File: config.mk
export PLATFORM = sky130hd
export DESIGN_NAME = wb_arbiter
export DESIGN_NICKNAME = d
export VERILOG_FILES = /design/src/rtl/wb_pkg.sv /design/src/rtl/wb_fifo.sv /design/src/rtl/wb_arbiter.sv
export SDC_FILE = /design/constraint.sdc
export NUM_CORES = 1
export LEC_CHECK = 0
export ABC_AREA = 1
export CORE_MARGIN = 2
export CORE_UTILIZATION = 50
export DETAILED_ROUTE_END_ITERATION = 6
export PLACE_DENSITY = 0.81
export SLEW_MARGIN = 20
export SYNTH_ARGS = -nofsm -noshare
export SYNTH_HDL_FRONTEND = slang
export SYNTH_HIERARCHICAL = 1
export SYNTH_SLANG_ARGS = --single-unit
File: constraint.sdc
create_clock -name clk_i -period 3.4 [get_ports clk_i]
set_input_delay 0.68 -clock clk_i [delete_from_list [all_inputs] [get_ports clk_i]]
set_output_delay 0.68 -clock clk_i [all_outputs]
set_load 0.05 [all_outputs]
File: src/rtl/wb_pkg.sv
// Shared writeback types: the register-file write request and architectural register constants.
package wb_pkg;

  localparam int XLEN_DEFAULT = 32;
  localparam int NUM_REGS     = 32;
  localparam logic [4:0] REG_X0 = 5'd0;

  typedef struct packed {
    logic [4:0]              addr;
    logic [XLEN_DEFAULT-1:0] data;
  } wb_req_t;

endpackage

File: src/rtl/wb_fifo.sv
// Synchronous FIFO for buffered FPU results. The head is visible combinationally, and a pop takes effect at the clock edge.
// A push while full or a pop while empty is ignored. Pointers wrap modulo DEPTH, so DEPTH must be a power of two.
module wb_fifo #(
  parameter int DEPTH = 2,
  parameter int W     = 37
) (
  input  logic         clk_i,
  input  logic         rst_i,
  input  logic         push,
  input  logic         pop,
  input  logic [W-1:0] din,
  output logic [W-1:0] head,
  output logic         full,
  output logic         empty
);

  localparam int AW = $clog2(DEPTH);
  localparam int CW = AW + 1;

  logic [W-1:0]  mem [DEPTH];
  logic [AW-1:0] rd_ptr;
  logic [AW-1:0] wr_ptr;
  logic [CW-1:0] count;
  logic          push_ok;
  logic          pop_ok;

  assign full    = (count == CW'(DEPTH));
  assign empty   = (count == '0);
  assign push_ok = push && !full;
  assign pop_ok  = pop && !empty;
  assign head    = mem[rd_ptr];

  always_ff @(posedge clk_i) begin
    if (push_ok) mem[wr_ptr] <= din;
  end

  always_ff @(posedge clk_i or posedge rst_i) begin
    if (rst_i) begin
      rd_ptr <= '0;
      wr_ptr <= '0;
      count  <= '0;
    end else begin
      if (push_ok) wr_ptr <= wr_ptr + AW'(1);
      if (pop_ok)  rd_ptr <= rd_ptr + AW'(1);
      case ({push_ok, pop_ok})
        2'b10:   count <= count + CW'(1);
        2'b01:   count <= count - CW'(1);
        default: count <= count;
      endcase
    end
  end

endmodule

File: src/rtl/wb_arbiter.sv
// Register-file write-port arbiter. The priority order is: integer, then the FIFO head, then FPU bypass. The rd_* outputs are registered with one cycle of latency.
// The FPU is backpressured only by a full FIFO and the integer pipe is never stalled. The WB_STATS_EN macro adds the stall_cnt_o counter.
module wb_arbiter
  import wb_pkg::*;
#(
  parameter int FIFO_DEPTH = 2,
  parameter int XLEN       = XLEN_DEFAULT
) (
  input  logic                clk_i,
  input  logic                rst_i,
  input  logic                int_valid_i,
  input  logic [4:0]          int_rd_addr_i,
  input  logic [XLEN-1:0]     int_rd_data_i,
  input  logic                fpu_valid_i,
  output logic                fpu_ready_o,
  input  logic [4:0]          fpu_rd_addr_i,
  input  logic [XLEN-1:0]     fpu_rd_data_i,
  input  logic                issue_valid_i,
  input  logic [4:0]          issue_rd_addr_i,
  output logic [NUM_REGS-1:0] busy_o,
  output logic [4:0]          rd_addr_o,
  output logic [XLEN-1:0]     rd_data_o,
`ifdef WB_STATS_EN
  output logic                rd_wren_o,
  output logic [15:0]         stall_cnt_o
`else
  output logic                rd_wren_o
`endif
);

  wb_req_t int_req;
  wb_req_t fpu_req;
  wb_req_t head_req;
  wb_req_t sel_req;
  logic    fifo_full;
  logic    fifo_empty;
  logic    fpu_hs;
  logic    sel_vld;
  logic    sel_fpu;
  logic    fifo_push;
  logic    fifo_pop;
  logic    bypass;
  logic    out_fpu;
  logic [NUM_REGS-1:0] busy_q;
  logic [NUM_REGS-1:0] busy_nxt;

  // XLEN must match the package request width.
  assign int_req = {int_rd_addr_i, int_rd_data_i};
  assign fpu_req = {fpu_rd_addr_i, fpu_rd_data_i};

  assign fpu_ready_o = !fifo_full;
  assign fpu_hs      = fpu_valid_i && fpu_ready_o;

  wb_fifo #(
    .DEPTH (FIFO_DEPTH),
    .W     ($bits(wb_req_t))
  ) u_fpu_fifo (
    .clk_i (clk_i),
    .rst_i (rst_i),
    .push  (fifo_push),
    .pop   (fifo_pop),
    .din   (fpu_req),
    .head  (head_req),
    .full  (fifo_full),
    .empty (fifo_empty)
  );

  always_comb begin
    sel_vld  = 1'b0;
    sel_fpu  = 1'b0;
    sel_req  = int_req;
    fifo_pop = 1'b0;
    bypass   = 1'b0;
    if (int_valid_i) begin
      sel_vld = 1'b1;
    end else if (!fifo_empty) begin
      sel_vld  = 1'b1;
      sel_fpu  = 1'b1;
      sel_req  = head_req;
      fifo_pop = 1'b1;
    end else if (fpu_hs) begin
      sel_vld = 1'b1;
      sel_fpu = 1'b1;
      sel_req = fpu_req;
      bypass  = 1'b1;
    end
    fifo_push = fpu_hs && !bypass;
  end

  // An x0 result still consumes its slot but never raises the write enable.
  always_ff @(posedge clk_i or posedge rst_i) begin
    if (rst_i) begin
      rd_wren_o <= 1'b0;
      rd_addr_o <= REG_X0;
      rd_data_o <= '0;
      out_fpu   <= 1'b0;
    end else begin
      rd_wren_o <= sel_vld && (sel_req.addr != REG_X0);
      out_fpu   <= sel_fpu;
      if (sel_vld) begin
        rd_addr_o <= sel_req.addr;
        rd_data_o <= sel_req.data;
      end
    end
  end

  always_comb begin
    busy_nxt = busy_q;
    if (rd_wren_o && out_fpu) busy_nxt[rd_addr_o] = 1'b0;
    if (issue_valid_i && (issue_rd_addr_i != REG_X0)) busy_nxt[issue_rd_addr_i] = 1'b1;
    busy_nxt[REG_X0] = 1'b0;
  end

  always_ff @(posedge clk_i or posedge rst_i) begin
    if (rst_i) busy_q <= '0;
    else       busy_q <= busy_nxt;
  end

  assign busy_o = busy_q;

`ifdef WB_STATS_EN
  logic [15:0] stall_q;

  always_ff @(posedge clk_i or posedge rst_i) begin
    if (rst_i) begin
      stall_q <= '0;
    end else if (fpu_valid_i && !fpu_ready_o && (stall_q != 16'hFFFF)) begin
      stall_q <= stall_q + 16'd1;
    end
  end

  assign stall_cnt_o = stall_q;
`endif

endmodule

==> flow_summary.ini, run 1 <==
[floorplanning]
num_io_pins = 155
num_rows = 41
die_w_um = 117
die-area_um2 = 13600
core_um2 = 12500
fp.dieH_um = 117
start_util_pct = 50.7

[setup_path]
path_depth = 9
cp_common_cell = inv_2
rr_worst_depth = 9
critPathCapture = u_fpu_fifo/mem[1][21]
reg2reg_to = u_fpu_fifo/mem[1][21]
cp_cell_sequence = inv_2 > nand2_1 > inv_1 > inv_2 > nor3_1 > nor2_1 > o21ai_1 > nor2_4 > buf_12
r2r-start = u_fpu_fifo/count[0]
setup.worst_path.start = u_fpu_fifo/count[0]
path_max_fanout = 34
critical_path_arrival_ns = 2.94
cp.required_ns = 3.52
worstSetupPathType = flop to flop
crit_family = simple AND/OR/NAND/NOR gates
ff2ff_setup_slack_ns = 0.57
cp-end-kind = flop
slowest_stage = inv_2
start_kind = flop
slowest_delay_ns = 0.51
crit_buf_inv = 4

[logic_synthesis]
synth_edf_count = 74
async_reset_ff_share_pct = 50.0
synthTopCellsByCount = nand2_1 (163), o21ai_0 (103), dfrtp_1 (74), edfxtp_1 (74), nand3_1 (63)
syn_avg_cell_area_um2 = 10.2
synth_top_area_share_pct = 35.0
synth_nets = 709
synth.distinct_cells = 23
synth_area_leader_cell = edfxtp_1
synth_top_flop_cell = edfxtp_1
syn_inst = 624
synth.most_common_cell = nand2_1
ys_ff_latch = 148
yosysWarningCount = 6
synth.area.top_cells = edfxtp_1 (35%), dfrtp_1 (29%), nand2_1 (9.6%)
synth_area_um2 = 6340
yosysSeqAreaShare_pct = 64.2

[final_layout]
instances_no_fill = 963
diodes = 0
layout.nets = 863
drive_gt1_share_pct = 6.32
finish.utilization_pct = 69.3
areaGrowthSynthToFinish_pct = 36.8
final_cell_area_um2 = 8670

[clock_tree]
clkTransAtPathRegs_ns = 0.06
clock-sinks = 148
postCtsSetupRepairBufs = 0
cts_buffer_depth = 2
cts_tree = built
cts.repair.resized = 0
clockRootBuffer = clkbuf_16
htreeDepth = 4
insertion_delay_ns = 0.42
numCtsBuffers = 17
cts_hold_buf = 0

[placement]
dpl.hpwl_um = 10700
placed_area_um2 = 8020
dp.cells = 931
place_congestion = 0.849
portBuffers = 153
dp_slack_ns = 0.600

[detailed_routing]
dr.pass1.iters = 5
dr_total_vias = 5186
ant_nets = 0
viasPerCell = 5.39
drt_iter0_markers = 572
wl_um = 15800
wl_per_cell_um = 16.4
drc = 0

[sta]
finalWorstPathRequiredPeriod_ns = 2.83
setup_viol = 0
hold_viol = 0
finClkSkew_ns = 0.00933
tns_ns = 0
slew_violations = 0
slew_headroom_pct = 40.3
rsz0062_at_grt = no
worst_slew_pin_slew_ns = 0.894
setup_slack_ns = 0.574
fin_hold_ws_ns = 0.497
fmax_mhz = 354
fin_crit_sh_pct = 83.1

[grt]
gr-max-usage-layer = met2
grt_max_degree = 77
grt_use_met1_pct = 29.4
grt_usage_pct = 24.3
use_met2_pct = 41.3
grt_pass1_wl_um = 25000
antenna_found_initial = 0
grt_pass1_vias = 5085
grt-ovfl-total = 0
use_met3_pct = 8.61

[pwr]
finalPower_mw = 8.57
p_leak_nw = 3.56
ir_worst_vdd_uv = 596
power_density_nw_per_um2 = 988

[min_path]
min-delay-start = rd_data_o[25]
hold_path.class = flop to flop

[job]
drv_cap = 0

[outcome]
status = complete, no violations
## how the worst min path moves through the flow
stage                                     end  slack (ns)  depth (start not counted)
final                           rd_data_o[25]        0.50                          2
after global routing      u_fpu_fifo/count[1]        0.51                          2
after CTS                 u_fpu_fifo/count[1]        0.49                          2
after detailed placement  u_fpu_fifo/count[1]        0.47                          2
after global placement    u_fpu_fifo/count[1]        0.45                          2
after floorplan           u_fpu_fifo/count[1]        0.44                          2
## kinds of logic (layout without fill, tap and decap cells)
| logic type | Yosys count | count (layout) | synth area share, % |
|---|---|---|---|
| compound gates | 138 | 138 | 12.8 |
| simple gates | 245 | 245 | 16.3 |
| xor+xnor | 1 | 1 | 0.138 |
| buf+inv | 90 | 257 | 6.29 |
| flops | 148 | 148 | 64.2 |
| fa+ha+maj | 1 | 1 | 0.197 |
| other cells | 1 | 1 | 0.0591 |
## worst reg2reg max path, stage by stage (launching register included)
cell and delay [ns]:
dfrtp_1 0.44, inv_2 0.05, nand2_1 0.10, inv_1 0.11
inv_2 0.51, nor3_1 0.19, nor2_1 0.21, o21ai_1 0.20
nor2_4 0.46, buf_12 0.25
## sequential cells by signal (all words and copies together), names as in the netlist
name	cells
u_fpu_fifo/rd_ptr	1
rd_wren_o	1
rd_addr_o	5
u_fpu_fifo/mem	74
u_fpu_fifo/wr_ptr	1
out_fpu	1
busy_o	31
u_fpu_fifo/count	2
rd_data_o	32
## power breakdown
part	internal [mW]	switching, mW
Sequential	2.51	0.416
Clock	1.24	0.724
Combinational	1.23	2.44
Total	4.99	3.58
## final cells by class
cell class,count,area (um^2)
Tap cell,172,215
Inverter,65,244
Timing Repair Buffer,160,1610
Clock buffer,26,607
Clock inverter,6,45.0
Sequential cell,148,4080
Fill cell,972,3840
Multi-Input combinational cell,386,1880
## cell usage in the layout (no fill, tap or decap), types with 3 or more instances in the layout
| cell type | count |
|---|---|
| inv_2 | 5 |
| nand2_1 | 163 |
| a22o_1 | 32 |
| o21ai_0 | 103 |
| nor2_4 | 3 |
| buf_4 | 5 |
| nand2_2 | 3 |
| nor2_1 | 8 |
| inv_1 | 59 |
| dfrtp_1 | 73 |
| nand3_1 | 63 |
| nand4_1 | 3 |
| clkbuf_16 | 23 |
| edfxtp_1 | 74 |
| clkdlybuf4s50_1 | 153 |
## per-layer routing
metal | vias to the layer above | wire length (um)
li1 | 2437 | -
met1 | 2467 | 6510
met4 | 0 | 178
met5 | - | 0
met2 | 253 | 7800
met3 | 29 | 1280
Power figures use the tool's default switching activity.
==> run 2: changes to the inputs <==
- CORE_UTILIZATION: 50 -> 45
- PLACE_DENSITY: 0.81 -> 0.77
- clock period: 3.4 -> 2.43 ns (I/O delays scaled with it)
==> run 2 against run 1 <==
Sequential power increased by 37%. Via count increased by 0.25%. First-iteration DRC count decreased by 6.3%. Sequential share of layout area decreased by 0.18 points. Clock power increased by 32%. Critical path depth decreased by 8. Critical path type is now flop to output port. Largest cell class unchanged.
==> flow_summary.ini, run 2 (synthesis results as in run 1) <==
[outcome]
status = complete, no violations

[clock_tree]
htreeDepth = 4
cts.repair.resized = 0
clockRootBuffer = clkbuf_16
postCtsSetupRepairBufs = 0
cts_buffer_depth = 2
clock-sinks = 148
cts_hold_buf = 0
cts_tree = built
numCtsBuffers = 17
clkTransAtPathRegs_ns = 0.06
insertion_delay_ns = 0.42

[sta]
fmax_mhz = 445
tns_ns = 0
setup_viol = 0
worst_slew_pin_slew_ns = 0.623
rsz0062_at_grt = no
fin_crit_sh_pct = 92.5
finalWorstPathRequiredPeriod_ns = 2.25
finClkSkew_ns = 0.00523
slew_violations = 0
slew_headroom_pct = 58.5
hold_viol = 0

[final_layout]
fillCellCount = 1071
largest_reg_flops = 74
layout.nets = 873
largest_register = u_fpu_fifo/mem
final_cell_area_um2 = 8700
diodes = 0
layout_common_cells = nand2_1 (163), clkdlybuf4s50_1 (151), o21ai_0 (103)
final_common_cell = nand2_1
seq_area_um2 = 4080
areaGrowthSynthToFinish_pct = 37.2
multi_input_area_um2 = 1880
drive_gt1_share_pct = 7.49

[setup_path]
crit_family = buffers and inverters
rr_worst_depth = 8
worstSetupPathType = flop to output port
cp-end-kind = output port
start_kind = flop
critical_path_arrival_ns = 1.76
ff2ff_setup_slack_ns = 0.41
slowest_stage = clkdlybuf4s50_1
cp_cell_sequence = clkdlybuf4s50_1
slowest_delay_ns = 0.86
cp.required_ns = 1.94
path_max_fanout = 7
r2r-start = u_fpu_fifo/count[0]
crit_buf_inv = 1
reg2reg_to = u_fpu_fifo/mem[0][27]

[detailed_routing]
drc = 0
dr.pass1.iters = 5
ant_nets = 0
dr_total_vias = 5199
wl_um = 16400
wl_per_cell_um = 16.7
viasPerCell = 5.30
drt_iter0_markers = 536

[min_path]
hold_path.class = input port to async pin

[placement]
portBuffers = 153
dpl.hpwl_um = 11300
place_congestion = 0.906
placed_area_um2 = 8110

[pwr]
p_leak_nw = 3.56
ir_worst_vdd_uv = 850
power_density_nw_per_um2 = 1370

[grt]
grt-ovfl-total = 0
grt_max_degree = 45
grt_pass1_wl_um = 26100
grt_pass1_vias = 5338
grt_usage_pct = 22.7
antenna_found_initial = 0

[floorplanning]
die-area_um2 = 15100
num_rows = 43
die_w_um = 123
num_io_pins = 155
fp.dieH_um = 123
start_util_pct = 45.9
core_um2 = 13800

[job]
drv_cap = 0
[run 2: power by group]
part           switching, mW  leakage, nW  internal, mW  total [mW]
clock                  0.998        0.273          1.60        2.60
sequential             0.501         1.53          3.51        4.01
combinational           3.53         1.76          1.80        5.33
total                   5.03         3.56          6.92        11.9
[run 2: how the worst max path moves through the flow]
stage	end	start	slack (ns)	cells past startpoint
finish	rd_addr_o[4]	rd_addr_o[4]	0.18	1
global route	rd_addr_o[4]	rd_addr_o[4]	0.14	1
CTS	rd_addr_o[4]	rd_addr_o[4]	0.17	1
detailed placement	u_fpu_fifo/mem[0][27]	fpu_valid_i	0.22	7
global placement	u_fpu_fifo/mem[0][26]	fpu_valid_i	0.25	7
floorplan	u_fpu_fifo/mem[0][0]	u_fpu_fifo/count[0]	0.11	7
[run 2: per-layer routing]
metal	global-route usage, %	wire [um]	part of all wire, %	up-vias
li1	-	-	-	2456
met1	27.5	6680	41	2470
met2	37.9	8080	49	240
met3	6.69	1320	8.1	33
met4	9.12	302	1.8	0
met5	0	0	0	-
[run 2: layout make-up]
| type | count | area share, % |
|---|---|---|
| clock buffer | 18 | 4.93 |
| clock inverter | 14 | 1.87 |
| inverter | 65 | 2.80 |
| multi-input combinational | 386 | 21.6 |
| sequential | 148 | 46.8 |
| tap | 180 | 2.59 |
| timing repair buffer | 170 | 19.4 |
[run 2: worst register-to-register path: cells and delay by family (launching register included)]
kind | cells | cell delay [ns]
simple gates | 5 | 0.70
buf+inv | 3 | 0.52
flops | 1 | 0.43
[run 2: stage by stage]
stage,total power [mW],setup slack (ns),hold WS (ns),util (%),std cells
floorplan,7.53,0.110,0.252,-,624
CTS,12.0,0.168,0.336,62.9,981
finish,11.9,0.182,0.340,62.9,981
global route,12.6,0.136,0.352,62.9,981
global placement,9.18,0.252,0.467,58.7,949
detailed placement,9.34,0.215,0.484,58.7,949
==> run 3: changes to the inputs <==
- CTS_CLUSTER_DIAMETER: not set -> 120
- PLACE_DENSITY: 0.77 -> not set
- PLACE_DENSITY_LB_ADDON: not set -> 0.12
==> run 3 against run 2 <==
Wire length down 4.8%. Sequential power down 1%. Clock skew up 0.0037 ns. Non-clock buffer count down 3. First-iteration DRC count down 29%. Sequential share of layout area down 0.36 points. Total power up 1.3%. Critical endpoint unchanged.
==> flow_summary.ini, run 3 (synthesis results as in run 1) <==
[setup_path]
critPathCapture = rd_addr_o[4]
reg2reg_to = u_fpu_fifo/count[1]
setup.worst_path.start = rd_addr_o[4]
slowest_delay_ns = 0.88
cp.required_ns = 1.94
cp-end-kind = output port
r2r-start = u_fpu_fifo/count[0]
critical_path_arrival_ns = 1.77
rr_worst_depth = 12
crit_family = buffers and inverters
start_kind = flop
worstSetupPathType = flop to output port
ff2ff_setup_slack_ns = 0.34
slowest_stage = clkdlybuf4s50_1
crit_buf_inv = 1
path_max_fanout = 7
cp_cell_sequence = clkdlybuf4s50_1
path_depth = 1

[clock_tree]
cts_hold_buf = 0
cts_tree = built
clkTransAtPathRegs_ns = 0.06
postCtsSetupRepairBufs = 0
htreeDepth = 4
insertion_delay_ns = 0.42
cts_buffer_depth = 2
numCtsBuffers = 17
clockRootBuffer = clkbuf_16
clock-sinks = 148

[floorplanning]
die_w_um = 123
num_io_pins = 155
die-area_um2 = 15100
core_um2 = 13800
fp.dieH_um = 123
start_util_pct = 45.9
num_rows = 43

[sta]
tns_ns = 0
fin_hold_ws_ns = 0.325
slew_headroom_pct = 65.0
setup_slack_ns = 0.174
fmax_mhz = 443
finalWorstPathRequiredPeriod_ns = 2.26
slew_violations = 0
fin_crit_sh_pct = 92.9
finClkSkew_ns = 0.00895
worst_slew_pin_slew_ns = 0.524
setup_viol = 0
hold_viol = 0
rsz0062_at_grt = no

[detailed_routing]
dr_total_vias = 5018
dr.pass1.iters = 5
wl_per_cell_um = 16.0
wl_um = 15600
drt_iter0_markers = 382
drc = 0
ant_nets = 0
viasPerCell = 5.13

[grt]
grt-ovfl-total = 0
grt_pass1_wl_um = 24800
use_met2_pct = 36.4
antenna_found_initial = 0
grt_usage_pct = 21.9
grt_max_degree = 51
gr-max-usage-layer = met2
grt_pass1_vias = 5016
grt_use_met1_pct = 26.8
use_met3_pct = 7.02

[pwr]
finalPower_mw = 12.1
power_density_nw_per_um2 = 1380
p_leak_nw = 3.59
ir_worst_vdd_uv = 600

[outcome]
status = complete, no violations

[final_layout]
fillCellCount = 1092
instances_no_fill = 978
largest_reg_flops = 74
areaGrowthSynthToFinish_pct = 38.3
multi_input_area_um2 = 1880
diodes = 0
finish.utilization_pct = 63.4
layout_common_cells = nand2_1 (163), clkdlybuf4s50_1 (151), o21ai_0 (103)
final_common_cell = nand2_1
seq_area_um2 = 4080
layout.nets = 870
drive_gt1_share_pct = 7.27
final_cell_area_um2 = 8770
largest_register = u_fpu_fifo/mem

[placement]
portBuffers = 153
dp_slack_ns = 0.0957
placed_area_um2 = 8130
dp.cells = 946
place_congestion = 0.843
dpl.hpwl_um = 10900

[job]
drv_cap = 0

[min_path]
hold_path.class = input port to async pin
run 3: worst min path at each step:
stage,from,to,slack [ns],cells after the start
after floorplan,rst_i,u_fpu_fifo/count[0],0.25,1
after global placement,u_fpu_fifo/count[1],u_fpu_fifo/count[1],0.47,2
after detailed placement,u_fpu_fifo/count[1],u_fpu_fifo/count[1],0.46,2
after CTS,rst_i,u_fpu_fifo/count[0],0.31,2
after global routing,rst_i,u_fpu_fifo/count[1],0.33,2
final,rst_i,u_fpu_fifo/count[0],0.33,2
run 3: cell type report:
type                            count  share of cell area [%]
Multi-Input combinational cell    386                    21.4
Clock buffer                       17                    4.85
Sequential cell                   148                    46.5
Inverter                           65                    2.80
Timing Repair Buffer              167                    19.5
Tap cell                          180                    2.57
Clock inverter                     15                    2.43
run 3: layer usage:
layer,vias to the layer above,part of all wire (%),wire (um)
li1,2447,-,-
met5,-,0,0
met1,2390,42,6600
met2,165,50,7770
met4,0,1.1,173
met3,16,6.8,1060
run 3: where the power goes:
group / internal (mW) / switching, mW
clock: 1.81 / 0.995
sequential: 3.51 / 0.456
combinational: 1.83 / 3.50
run 3: repair_timing:
| action | CTS | global route |
|---|---|---|
| hold endpoints to repair | 0 | 0 |
| gates resized for setup | 0 | 1 |
| setup endpoints to repair | 0 | 1 |
